**src/rtl/rx_serial_7e1.sv**
```systemverilog
// 7E1 asynchronous serial receiver: start, 7 data bits LSB first, even parity, stop.
// Latency: pronto one cycle after the stop sample; pin-to-linha is 1 cycle (3 with RX_SERIAL_SYNC2_EN).
// No backpressure: each frame overwrites dados_ascii/flags; tem_dado stays set until limpa.
module rx_serial_7e1 #(
    parameter int M_BAUD = 434,
    parameter int N_BAUD = 9
) (
    input  logic       clock,
    input  logic       reset,
    input  logic       entrada_serial,
    input  logic       limpa,
    output logic [6:0] dados_ascii,
    output logic       pronto,
    output logic       tem_dado,
    output logic       erro_paridade,
    output logic       erro_parada,
    output logic [3:0] db_estado
);

    localparam logic [N_BAUD-1:0] T_HALF = N_BAUD'(M_BAUD / 2);
    localparam logic [N_BAUD-1:0] T_LAST = N_BAUD'(M_BAUD - 1);

    typedef enum logic [3:0] {
        INICIAL  = 4'd0,
        START    = 4'd1,
        DADOS    = 4'd2,
        PARIDADE = 4'd3,
        PARADA   = 4'd4,
        FINAL    = 4'd5
    } estado_t;

    estado_t             estado_q, estado_d;
    logic [N_BAUD-1:0]   timer_q, timer_d;
    logic [2:0]          bit_cnt_q, bit_cnt_d;
    logic [6:0]          shift_q, shift_d;
    logic                par_q, par_d;
    logic                stop_q, stop_d;
    logic [6:0]          dados_q, dados_d;
    logic                erro_par_q, erro_par_d;
    logic                erro_stop_q, erro_stop_d;
    logic                tem_dado_q, tem_dado_d;
    logic                linha_q, linha_ant_q;

`ifdef RX_SERIAL_SYNC2_EN
    logic [1:0] sync_q;

    always_ff @(posedge clock or posedge reset) begin
        if (reset) begin
            sync_q  <= 2'b11;
            linha_q <= 1'b1;
        end else begin
            sync_q  <= {sync_q[0], entrada_serial};
            linha_q <= sync_q[1];
        end
    end
`else
    always_ff @(posedge clock or posedge reset) begin
        if (reset) begin
            linha_q <= 1'b1;
        end else begin
            linha_q <= entrada_serial;
        end
    end
`endif

    always_ff @(posedge clock or posedge reset) begin
        if (reset) begin
            linha_ant_q <= 1'b1;
            estado_q    <= INICIAL;
            timer_q     <= '0;
            bit_cnt_q   <= '0;
            shift_q     <= '0;
            par_q       <= 1'b0;
            stop_q      <= 1'b0;
            dados_q     <= '0;
            erro_par_q  <= 1'b0;
            erro_stop_q <= 1'b0;
            tem_dado_q  <= 1'b0;
        end else begin
            linha_ant_q <= linha_q;
            estado_q    <= estado_d;
            timer_q     <= timer_d;
            bit_cnt_q   <= bit_cnt_d;
            shift_q     <= shift_d;
            par_q       <= par_d;
            stop_q      <= stop_d;
            dados_q     <= dados_d;
            erro_par_q  <= erro_par_d;
            erro_stop_q <= erro_stop_d;
            tem_dado_q  <= tem_dado_d;
        end
    end

    always_comb begin
        estado_d    = estado_q;
        timer_d     = timer_q + 1'b1;
        bit_cnt_d   = bit_cnt_q;
        shift_d     = shift_q;
        par_d       = par_q;
        stop_d      = stop_q;
        dados_d     = dados_q;
        erro_par_d  = erro_par_q;
        erro_stop_d = erro_stop_q;
        tem_dado_d  = tem_dado_q;
        pronto      = 1'b0;

        if (limpa) begin
            tem_dado_d = 1'b0;
        end

        case (estado_q)
            INICIAL: begin
                timer_d   = '0;
                bit_cnt_d = '0;
                // Edge-triggered so a line held low cannot start frames repeatedly.
                if (linha_ant_q && !linha_q) begin
                    estado_d = START;
                end
            end
            START: begin
                if (timer_q == T_HALF) begin
                    timer_d  = '0;
                    estado_d = linha_q ? INICIAL : DADOS;
                end
            end
            DADOS: begin
                if (timer_q == T_LAST) begin
                    timer_d   = '0;
                    shift_d   = {linha_q, shift_q[6:1]};
                    bit_cnt_d = bit_cnt_q + 3'd1;
                    if (bit_cnt_q == 3'd6) begin
                        estado_d = PARIDADE;
                    end
                end
            end
            PARIDADE: begin
                if (timer_q == T_LAST) begin
                    timer_d  = '0;
                    par_d    = linha_q;
                    estado_d = PARADA;
                end
            end
            PARADA: begin
                if (timer_q == T_LAST) begin
                    timer_d  = '0;
                    stop_d   = linha_q;
                    estado_d = FINAL;
                end
            end
            FINAL: begin
                timer_d     = '0;
                dados_d     = shift_q;
                erro_par_d  = ^{shift_q, par_q};
                erro_stop_d = ~stop_q;
                pronto      = 1'b1;
                // Set overrides a simultaneous limpa.
                tem_dado_d  = 1'b1;
                estado_d    = INICIAL;
            end
            default: begin
                timer_d  = '0;
                estado_d = INICIAL;
            end
        endcase
    end

    assign dados_ascii   = dados_q;
    assign tem_dado      = tem_dado_q;
    assign erro_paridade = erro_par_q;
    assign erro_parada   = erro_stop_q;
    assign db_estado     = estado_q;

endmodule

```
**config.mk**
```make
export PLATFORM = sky130hd
export DESIGN_NAME = rx_serial_7e1
export DESIGN_NICKNAME = d
export VERILOG_FILES = /design/src/rtl/rx_serial_7e1.sv
export SDC_FILE = /design/constraint.sdc
export NUM_CORES = 1
export LEC_CHECK = 0
export CAP_MARGIN = 15
export CORE_MARGIN = 4
export CORE_UTILIZATION = 55
export DETAILED_ROUTE_END_ITERATION = 7
export PLACE_DENSITY = 0.79
export SLEW_MARGIN = 10
export SYNTH_ARGS = -nofsm -noshare
export SYNTH_HDL_FRONTEND = slang
export SYNTH_SLANG_ARGS = --single-unit
```
**constraint.sdc**
```tcl
create_clock -name clock -period 1.9 [get_ports clock]
set_clock_uncertainty 0.1 [all_clocks]
set_input_delay 0.38 -clock clock [delete_from_list [all_inputs] [get_ports clock]]
set_output_delay 0.38 -clock clock [all_outputs]
set_load 0.02 [all_outputs]
```
== After elaboration in Yosys (flattened, before gate mapping) ==
Cells that the tools add are included.
Word-level totals
  input port bits: 4
  logic and storage cells: 57
  output and inout bits: 15
  flip-flop bits (word level): 37
Operators by class
  eq/ne operators: 14
  muxes and demuxes: 16
  $add $sub $neg: 2
  reduce and logical (&&, ||, !) cells: 12
  bitwise operators: 1
Operator list (number)
  $mux W4: 6
  $pmux W4 S5: 1
  $mux W9: 2
  $pmux W9 S2: 1
  $ne A2 B2 Y1 const B: 6
  $add A9 B1 Y9 const B: 1
  $eq A9 B8 Y1 const B: 1
  $eq A9 B9 Y1 const B: 1
  $eq A4 B2 Y1 const B: 2
  $eq A4 B3 Y1 const B: 2
  $reduce_and A2 Y1: 4
  $reduce_xor A8 Y1: 1
  $pmux W3 S2: 1
  $reduce_and A6 Y1: 1
  $eq A4 B1 Y1 const B: 1
  $logic_not A4 Y1: 1
  $reduce_bool A2 Y1: 2
  $add A3 B1 Y3 const B: 1
  $eq A3 B3 Y1 const B: 1
  $mux W1: 3
  $mux W3: 1
  $reduce_or A3 Y1: 1
  $mux W2: 1
  $logic_and A1 B1 Y1: 1
  2 further kinds: 2

== Logic depth before layout (Yosys ltp) ==
Gate-level depths: netlist of the first run.
  word-level depth: 4
  mapped depth: 8

== Worst setup path before layout of the first run ==
OpenSTA, ideal clock, no wires.
  kind: register -> register
  from: reg timer_q[0]
  to: reg shift_q[1]
  period minus slack after synthesis: 1.759 ns
  setup slack: 0.141 ns
  arrival: 1.534 ns
  stages on the path, launching flop included: 7
  setup time: 0.125 ns
  data required time: 1.675 ns
  path through: dfrtp_1 ha_1 and4b_1 buf_6 nand3_1 buf_2 mux2_2
On the way
  word-level cells in the longest chain between the ends: 2
Ends and longest elaborated chain
  start, declared: line 33  | logic [N_BAUD-1:0] timer_q, timer_d;
  start signal, assigned: line 82  | timer_q <= timer_d;
  $eq A9 B9 Y1: line 127  | if (timer_q == T_LAST) begin
  $reduce_and A2 Y1 (no line)
  end signal, assigned: line 84  | shift_q <= shift_d;
  end, declared: line 35  | logic [6:0] shift_q, shift_d;
Every way passes these cells.
A chain may end at the register's enable or synchronous reset.

== Worst setup path after layout of the first run ==
  from: reg estado_q[1], in the netlist db_estado[1]
  to: out pronto
On the way
  word-level cells in the longest chain between the ends: 2
Ends and longest elaborated chain
  start, declared: line 32  | estado_t estado_q, estado_d;
  start signal, assigned: line 81  | estado_q <= estado_d;
  $eq A4 B3 Y1: line 111  | case (estado_q)
  $mux W1: line 111
  end, declared: line 13  | output logic pronto,
Every way passes these cells.

==> results of run 1 <==
worst min-delay path: stages:
cell             delay (ns)
clkdlybuf4s50_1        0.40
inv_1                  0.09
buf_12                 0.22
state kept, by name (all words and copies together), names as in the netlist:
name,flops
linha_q,1
linha_ant_q,1
db_estado,3
bit_cnt_q,3
dados_ascii,7
par_q,1
timer_q,9
stop_q,1
erro_paridade,1
shift_q,7
erro_parada,1
tem_dado,1
kinds of logic after synthesis:
group | synth area share, %
buffers and inverters | 4.57
XOR/XNOR | 7.50
AND/OR/NAND/NOR | 17.2
multiplexers | 9.64
AO/OA/AOI/OAI | 6.43
flip-flops | 51.6
other | 0.214
adder cells (fa/ha/maj) | 2.86
cell type report:
type	instances	area [µm²]	share of cell area, %
flip-flops and latches	36	905	43.6
repair buffers	25	245	11.8
multi-input cells	95	782	37.7
inverters	8	30.0	1.45
well taps	44	55.1	2.65
clock buffers	8	58.8	2.83
cell usage in the layout, fill, tap and decap left out, types with 3 or more instances in the layout:
| master | n |
|---|---|
| dfrtp_1 | 33 |
| mux2_2 | 13 |
| clkdlybuf4s50_1 | 13 |
| xnor2_1 | 12 |
| nor3_2 | 9 |
| inv_1 | 8 |
| o21ai_0 | 8 |
| nand3_1 | 7 |
| nand2_1 | 7 |
| buf_4 | 7 |
| clkbuf_4 | 5 |
| ha_1 | 4 |
| nor2_1 | 3 |
| xor2_1 | 3 |
routing by layer:
metal	vias to the layer above	part of all wire (%)	wire length (µm)
met5	-	0	0
met2	25	52	1600
met3	5	5.0	154
li1	554	-	-
met1	561	41	1250
met4	0	1.5	46
stage by stage:
step | instances | hold WS (ns) | setup slack, ns
finish | 216 | 0.292 | 0.0969
global route | 216 | 0.307 | 0.0194
CTS | 216 | 0.294 | 0.0189
detailed placement | 208 | 0.289 | 0.124
global placement | 208 | 0.282 | 0.138
floorplan | 146 | 0.271 | 0.141
path summary, 6_finish.rpt:
| check | start | to | slack (ns) | depth (start not counted) |
|---|---|---|---|---|
| min in group clock | linha_q | linha_ant_q | 0.30 | 0 |
| worst max-delay path | db_estado[1] | pronto | 0.1 | 4 |
| worst max register to register | timer_q[3] | par_q | 0.12 | 4 |
| worst min register to register | linha_q | linha_ant_q | 0.30 | 0 |
| max in group asynchronous | reset | linha_q | 1.16 | 3 |
| worst min-delay path | reset | timer_q[7] | 0.29 | 3 |
power by group:
part / internal [mW] / total, mW / switching, mW
Clock: 0.183 / 0.410 / 0.227
Combinational: 0.122 / 0.230 / 0.109
Sequential: 0.838 / 0.929 / 0.0902
Total: 1.14 / 1.57 / 0.426
what timing repair did:
item,in CTS,in global routing
pin swaps,0,1
setup endpoints to repair,2,14
hold endpoints to repair,0,0
resized for setup,2,7
cloned,0,0
==> summary.txt, run 1 <==
Global routing
  – Largest net degree at the start of global routing: 37
  – GR Util met3: 5.89%
  – Grt ovf: 0
  – Initial antenna violation count: 0
  – GR Layer Usage met1: roughly a fifth
  – First-pass GRT wire length: 5710 µm
  – Vias in the first global route: between 1000 and 1500
  – Met2 usage: 31.7%
  – GRT Util Overall: ~18%
  – Gr busiest metal: met2

Finish
  – Core Util, Final: 68.0%
  – Antenna diode count: 0
  – Synth-to-layout area growth: 18.5%
  – Post-layout net count: 179
  – Fillers: 257
  – Layout cell share with drive strength beyond 1: 29.1%
  – Design area: 2080 µm²

Detailed routing
  – Residual DRC count: 0
  – Final WL: 3050 µm
  – Vias/cell: 5.30
  – ANT nets after route: 0
  – 1st-iter DRT viols: 45
  – Via count: about 1100
  – DR WL/cell: between 10 and 15 µm
  – 1st-pass router iterations: 4

Worst setup path
  – Crit-path cells: inv_1, nand3_1, inv_1, dlygate4sd2_1
  – CP top delay family: buffers and inverters
  – CP Capture Type: output port
  – Slowest-stage cell, CP: dfrtp_1
  – Critical path class: reg2out
  – Crit path max fanout: 2
  – Arr. time, crit path: 1.32 ns
  – Buf/Inv on CP: 3
  – Worst path required time: around 1.4 ns
  – Worst path max stage delay: 0.40 ns
  – Most frequent CP cell: inv_1
  – Worst setup SP type: flip-flop

Clocking
  – Hold buffers post-CTS: 0
  – Later-pin clock latency in the skew report: 0.33 ns
  – CTS tree: built
  – CTS H-tree lvls: 2
  – Root buffer cell: clkbuf_4
  – Clock buffer depth: 2
  – Num CTS Buffers: 5
  – Clk pin slew, worst setup/hold paths: approximately 0.10 ns
  – Post-CTS Setup Bufs: 0
  – Sink Count: 36

Synth
  – Post-Syn Instances: between 100 and 150
  – Post-Syn Nets: 154
  – Avg Inst Size Synth: around 12 µm²
  – Synth Flop Type: dfrtp_1
  – Sequential area share after synthesis: 51.6%
  – Synth top cells by count: dfrtp_1, mux2_2, xnor2_1
  – Top cells by area, synth: dfrtp_1, mux2_2, xnor2_1
  – Share of the synthesized area in the top cell type: around half
  – Largest area contributor in the netlist: dfrtp_1
  – Ys Warns: 0
  – EDFF count, synth: 0
  – #FFs+latches synth: 36
  – Yosys cell types: 37
  – Cell with the most instances after synthesis: dfrtp_1
  – Ys async rst share: between 90% and 100%
  – Cell Area, Synth: between 1500 and 2000 µm²

Timing
  – Final Cycle Share: between 90% and 100%
  – Max Fclk: 555 MHz
  – # setup viols final: 0
  – Tmin final: approximately 1.8 ns
  – Final hold vios: 0
  – RSZ-0062 raised after global routing: no
  – Setup TNS Final: 0 ns
  – Final Max Slew Viols: 0

Power and ir drop
  – PD cells: 756 nW/µm²
  – Peak VDD IR: a little over 600 µV
  – Leakage power: about 0.97 nW
  – Power, Total: 1.57 mW

Hold path
  – Worst Hold Class: in2async

Place
  – IO buf count: 17
  – Dpl cell area: 2000 µm²
  – Final GP Congestion: 0.933
  – Placed wire-length estimate: roughly 2300 µm

Die
  – Core area: 3050 µm²
  – Ports: 19
  – Initial Util: 57.4%
  – Die Ht: 64.4 µm
  – Die X: 64.4 µm
  – Die ar.: around 4200 µm²
  – Site row count: 20

Job
  – Maxcap violations: 0

Outcome
  – Status: finished, final reports clean
(Power assumes the default switching activity.)
==> run 2: changes to the inputs <==
--- a/config.mk
+++ b/config.mk
@@ -8,6 +8,7 @@
 export CAP_MARGIN = 15
 export CORE_MARGIN = 4
 export CORE_UTILIZATION = 55
+export CTS_CLUSTER_DIAMETER = 120
 export DETAILED_ROUTE_END_ITERATION = 7
 export PLACE_DENSITY = 0.79
 export SLEW_MARGIN = 10
==> results of run 2 <==
No change in the layout: final DEF, timing and power equal those of run 1.
